==> src/rtl/mc_controller.sv <==
// Multi-cycle MIPS control FSM.
// Sequences the shared ALU/RF/DM/NPC datapath through FETCH, DECODE, EXE, MEM and WB
// for add, sub, ori, lui, lw, sw, beq, jal and jr. Any other encoding retires as a NOP
// from DECODE with the illegal pulse raised.
// Optional build macro MC_PERF_CNT_EN adds retired-instruction and cycle counters;
// without it instr_cnt/cycle_cnt are constant zero and no counter flops exist.
module mc_controller #(
    parameter int CNT_W = 32
) (
    input  logic             clk,
    input  logic             reset,
    input  logic [5:0]       op,
    input  logic [5:0]       func,
    input  logic             zero,
    input  logic             mem_rdy,
    output logic             ir_wr,
    output logic             pc_wr,
    output logic [2:0]       npc_op,
    output logic             ext_op,
    output logic             alub_sel,
    output logic [2:0]       alu_op,
    output logic             dm_wr,
    output logic [1:0]       rf_wd_sel,
    output logic [1:0]       rf_a3_sel,
    output logic             rf_wr,
    output logic             illegal,
    output logic [2:0]       state,
    output logic [CNT_W-1:0] instr_cnt,
    output logic [CNT_W-1:0] cycle_cnt
);

    localparam logic [2:0] FETCH  = 3'd0;
    localparam logic [2:0] DECODE = 3'd1;
    localparam logic [2:0] EXE    = 3'd2;
    localparam logic [2:0] MEM    = 3'd3;
    localparam logic [2:0] WB     = 3'd4;

    localparam logic [5:0] OP_RTYPE = 6'h00;
    localparam logic [5:0] OP_JAL   = 6'h03;
    localparam logic [5:0] OP_BEQ   = 6'h04;
    localparam logic [5:0] OP_ORI   = 6'h0d;
    localparam logic [5:0] OP_LUI   = 6'h0f;
    localparam logic [5:0] OP_LW    = 6'h23;
    localparam logic [5:0] OP_SW    = 6'h2b;
    localparam logic [5:0] FN_JR    = 6'h08;
    localparam logic [5:0] FN_ADD   = 6'h20;
    localparam logic [5:0] FN_SUB   = 6'h22;

    logic [2:0] cur_state;
    logic [2:0] nxt_state;

    logic is_add, is_sub, is_jr, is_ori, is_lui, is_lw, is_sw, is_beq, is_jal, is_known;

    assign is_add   = (op == OP_RTYPE) && (func == FN_ADD);
    assign is_sub   = (op == OP_RTYPE) && (func == FN_SUB);
    assign is_jr    = (op == OP_RTYPE) && (func == FN_JR);
    assign is_ori   = (op == OP_ORI);
    assign is_lui   = (op == OP_LUI);
    assign is_lw    = (op == OP_LW);
    assign is_sw    = (op == OP_SW);
    assign is_beq   = (op == OP_BEQ);
    assign is_jal   = (op == OP_JAL);
    assign is_known = is_add | is_sub | is_jr | is_ori | is_lui | is_lw | is_sw | is_beq | is_jal;

    // State register; reset abandons any instruction in flight.
    always_ff @(posedge clk) begin
        if (reset) begin
            cur_state <= FETCH;
        end else begin
            cur_state <= nxt_state;
        end
    end

    // Next-state sequencing; mem_rdy only matters in FETCH and MEM.
    always_comb begin
        nxt_state = cur_state;
        case (cur_state)
            FETCH:  if (mem_rdy) nxt_state = DECODE;
            DECODE: begin
                if (is_jal)         nxt_state = WB;
                else if (!is_known) nxt_state = FETCH;
                else                nxt_state = EXE;
            end
            EXE: begin
                if (is_beq || is_jr)     nxt_state = FETCH;
                else if (is_lw || is_sw) nxt_state = MEM;
                else                     nxt_state = WB;
            end
            MEM: begin
                if (mem_rdy) nxt_state = is_sw ? FETCH : WB;
            end
            WB:      nxt_state = FETCH;
            default: nxt_state = FETCH;
        endcase
    end

    // Control outputs decoded from state and the latched opcode; all forced low in reset.
    always_comb begin
        ir_wr     = 1'b0;
        pc_wr     = 1'b0;
        npc_op    = 3'd0;
        ext_op    = 1'b0;
        alub_sel  = 1'b0;
        alu_op    = 3'd0;
        dm_wr     = 1'b0;
        rf_wd_sel = 2'd0;
        rf_a3_sel = 2'd0;
        rf_wr     = 1'b0;
        illegal   = 1'b0;
        if (!reset) begin
            case (cur_state)
                FETCH: ir_wr = mem_rdy;
                DECODE: begin
                    // Unknown encodings retire here as a NOP: step PC and flag it.
                    if (!is_known) begin
                        pc_wr   = 1'b1;
                        illegal = 1'b1;
                    end
                end
                EXE, MEM: begin
                    // ALU controls stay stable through MEM so the address does not move.
                    if (is_sub || is_beq) alu_op = 3'd1;
                    else if (is_ori)      alu_op = 3'd2;
                    else if (is_lui)      alu_op = 3'd3;
                    else if (is_jr)       alu_op = 3'd4;
                    ext_op   = is_lw | is_sw | is_beq;
                    alub_sel = is_ori | is_lui | is_lw | is_sw;
                    if (cur_state == EXE) begin
                        if (is_beq) begin
                            pc_wr  = 1'b1;
                            npc_op = zero ? 3'd1 : 3'd0;
                        end else if (is_jr) begin
                            pc_wr  = 1'b1;
                            npc_op = 3'd3;
                        end
                    end else if (is_sw) begin
                        dm_wr = mem_rdy;
                        pc_wr = mem_rdy;
                    end
                end
                WB: begin
                    rf_wr = 1'b1;
                    pc_wr = 1'b1;
                    if (is_add || is_sub) begin
                        rf_a3_sel = 2'd1;
                    end else if (is_lw) begin
                        rf_wd_sel = 2'd1;
                    end else if (is_jal) begin
                        rf_a3_sel = 2'd2;
                        rf_wd_sel = 2'd2;
                        npc_op    = 3'd2;
                    end
                end
                default: ;
            endcase
        end
    end

    assign state = reset ? FETCH : cur_state;

`ifdef MC_PERF_CNT_EN
    localparam logic [CNT_W-1:0] CNT_ONE = {{(CNT_W-1){1'b0}}, 1'b1};

    logic [CNT_W-1:0] icnt;
    logic [CNT_W-1:0] ccnt;

    // Free-running counters; pc_wr marks exactly one retire per instruction.
    always_ff @(posedge clk) begin
        if (reset) begin
            icnt <= '0;
            ccnt <= '0;
        end else begin
            ccnt <= ccnt + CNT_ONE;
            if (pc_wr) icnt <= icnt + CNT_ONE;
        end
    end

    assign instr_cnt = reset ? '0 : icnt;
    assign cycle_cnt = reset ? '0 : ccnt;
`else
    assign instr_cnt = '0;
    assign cycle_cnt = '0;
`endif

endmodule

==> config.mk <==
export PLATFORM = sky130hd
export DESIGN_NAME = mc_controller
export DESIGN_NICKNAME = d
export VERILOG_FILES = /design/src/rtl/mc_controller.sv
export SDC_FILE = /design/constraint.sdc
export NUM_CORES = 1
export LEC_CHECK = 0
export BUFFER_PORTS_ARGS = -buffer_cell sky130_fd_sc_hd__buf_2
export CAP_MARGIN = 30
export CORE_UTILIZATION = 34
export CTS_BUF_LIST = sky130_fd_sc_hd__clkbuf_8
export CTS_CLUSTER_SIZE = 12
export DETAILED_ROUTE_END_ITERATION = 8
export PLACE_DENSITY = 0.76
export SLEW_MARGIN = 20
export SYNTH_ARGS = -nofsm -noshare
export SYNTH_HDL_FRONTEND = slang
export SYNTH_SLANG_ARGS = --single-unit
==> constraint.sdc <==
create_clock -name clk -period 2 [get_ports clk]
set_input_delay 0.2 -clock clk [delete_from_list [all_inputs] [get_ports clk]]
set_output_delay 0.2 -clock clk [all_outputs]
set_load 0.1 [all_outputs]
==> qor.yml <==
detailed_routing:
  via_per_inst: 4.236
  via_count: 987
  wl_per_cell_um: 10.73
  wirelength_mm: 2.500
  initialDrtViolationCount: 18
  drc: 0
  route.antenna.remaining_nets: 0
  firstDrtPassIters: 4
clock_network:
  cts_buffer_depth: 2
  cts_max_level: 1
  cts.clk_slew.worst_paths_ns: 0.03
  cts_buffers: 3
  cts_sinks: 3
  cts_root_buf: "clkbuf_8"
  cts_tree: "done"
  clk_latency_ns: 0.21
  cts_hold_buf: 0
layout:
  fin_util_pct: 56.68
  largest_reg_flops: 3
  area_delta_synth_final_pct: 55.36
  final_cell_mix: "65 x conb_1, 21 x buf_4, 18 x buf_2"
  largestRegisters: "cur_state: 3 flops"
  regMostFlops: "cur_state"
  diodes: 0
  stdcell_area_um2: 1577
  nets: 219
  drive_gt1_share_pct: 43.07
  final_common_cell: "conb_1"
setup_path:
  r2r_cells: 5
  critPathMaxFanout: 2
  r2r_start: "cur_state[2]"
  max_stage_delay_ns: 0.57
  worstPathArrival_ns: 2.05
  slowest_stage: "or4_4"
  path_buf_inv: 2
  end_kind: "primary output"
  start_kind: "input port"
  path_class: "in -> out"
  cp.depth: 6
  r2r_slack_ns: 0.53
  r2r-end: "cur_state[1]"
  required_ns: 1.80
  crit_family: "simple AND/OR/NAND/NOR gates"
  worstPathCellList: "buf_6, or3b_4, or4_4, or3_4, a211oi_4, buf_12"
  endpoint: "npc_op[1]"
  critical_path.startpoint: "func[5]"
sta:
  drv_slew: 0
  timing.final.hold_violations: 0
  whs_ns: 0.3764
  max_freq_mhz: 444.8
  min_period_ns: 2.248
  grt_setup_unrepaired: "yes"
  fin_ws_ns: -0.2481
  skew_ns: 0.001125
  finalSetupViolCount: 4
  min_period_over_period_pct: 112.4
floorplanning:
  die_h_um: 56.63
  die_area_um2: 3207
  io_pins: 100
  die_w_um: 56.63
  core-area_um2: 2781
  num_rows: 19
  initial_utilization_pct: 36.48
synth:
  synth_edf_count: 0
  synth.avg_cell_area_um2: 6.856
  synth_cell_types: 37
  netlist_area_um2: 1015
  seq_area_frac_synth_pct: 5.919
  synthFlopType: "dfxtp_1"
  ys_warn_count: 0
  syn_inst: 148
  synthArstFlopShare_pct: 0
  synth-seq-cells: 3
global_route:
  grt_overflow: 0
  grt_max_degree: 12
  grt_pass1_vias: 820
  grt_pass1_wl_mm: 3.767
  grtUsageTotal_pct: 14.52
  antenna_found_initial: 0
pwr:
  clock_power_share_pct: 19.0
  seqPwrFrac_pct: 7.1
  vdd.ir_drop.worst_v: 0.0004727
  p_per_area_nw_per_um2: 574.9
  intPower_uw: 247.3
  power.net_switching_uw: 659.0
  pwr-share-comb_pct: 73.9
  switching_share_pct: 72.71
  p_leak_nw: 0.7507
status:
  outcome: "finished, violations left"
  violations: "setup timing"
placed_design:
  pre_cts_ws_ns: -0.3002
  placed_area_um2: 1451
  dpl.hpwl_mm: 1.974
  portBuffers: 34
  gp_congestion: 0.8569
hold_path:
  holdCritPathClass: "in -> reg"
  hp-start: "mem_rdy"
job:
  maxCapViolations: 0
[worst reg2reg max path: stages (launching register included)]
cell and delay [ns]:
dfxtp_4 0.36, nor2_1 0.17, nand2_1 0.20, buf_4 0.24, or3_1 0.33, o211ai_1 0.10
[power by group through the flow]
stage | combinational [mW] | clock [mW] | sequential (mW)
3_5_place_dp | 0.660 | 0 | 0.0647
3_3_place_gp | 0.658 | 0 | 0.0648
6_report | 0.670 | 0.172 | 0.0643
4_1_cts | 0.663 | 0.176 | 0.0642
5_1_grt | 0.686 | 0.181 | 0.0647
2_1_floorplan | 0.706 | 0 | 0.0616
[cell families after synthesis]
kind of cell	count (synthesis)	synth area share, %
buffers and inverters	77	53.14
DFF	3	5.919
AOI/OAI and AO/OA	19	14.43
and+or+nand+nor	47	25.28
xor gates and xnor gates	1	0.8633
other	1	0.3696
[routing by layer]
| layer | routed length [µm] | GRT usage, % | vias to the layer above |
|---|---|---|---|
| li1 | - | - | 486 |
| met1 | 982 | 19.58 | 442 |
| met2 | 1329 | 24.71 | 57 |
| met3 | 172 | 0.9217 | 2 |
| met4 | 16 | 4.181 | 0 |
| met5 | 0 | 0 | - |
[metrics by stage]
step	TNS, ns	cells	total power [mW]
4_1_cts	-0.7117	233	0.9034
3_3_place_gp	-0.7572	227	0.7227
2_1_floorplan	-3.436	212	0.7672
3_5_place_dp	-0.7510	227	0.7243
6_report	-0.7471	233	0.9063
5_1_grt	-0.8861	233	0.9312
[Yosys cell counts (2+ instances only)]
cell type / count / share of area (%)
buf_4: 66 / 49
nor2_1: 10 / 3.7
nand2_1: 7 / 2.6
inv_1: 6 / 2.2
or3_1: 6 / 3.7
nor3_1: 5 / 2.5
clkbuf_1: 3 / 1.1
dfxtp_1: 3 / 5.9
a211oi_1: 2 / 1.5
a221oi_1: 2 / 1.7
a31oi_1: 2 / 1.2
and3_1: 2 / 1.2
buf_2: 2 / 0.99
nand3_1: 2 / 0.99
nand4_1: 2 / 1.2
nand4b_1: 2 / 1.7
nor2b_1: 2 / 1.2
nor4_1: 2 / 1.2
o211ai_1: 2 / 1.5
o21a_1: 2 / 1.5
o21ai_0: 2 / 0.99
[final cells by class]
| type | count | area (µm²) |
|---|---|---|
| fill | 269 | 1205 |
| multi-input combinational | 132 | 838.3 |
| timing repair buffer | 57 | 564.3 |
| sequential | 3 | 63.81 |
| clock buffer | 3 | 41.29 |
| tap | 31 | 38.79 |
| inverter | 6 | 26.28 |
| clock inverter | 1 | 3.754 |
[worst min path at each step]
stage | end | depth (start not counted)
6_report | cur_state[0] | 3
5_1_grt | cur_state[1] | 3
4_1_cts | cur_state[0] | 3
3_5_place_dp | cur_state[0] | 3
3_3_place_gp | cur_state[0] | 3
2_1_floorplan | cur_state[0] | 2
[timing repair]
| action | CTS | global route |
|---|---|---|
| pin swaps | 4 | 3 |
| buffers inserted | 2 | 0 |
| setup endpoints to repair | 5 | 6 |
| gates resized for setup | 7 | 5 |
No activity file was read; power rests on OpenSTA's default activity.
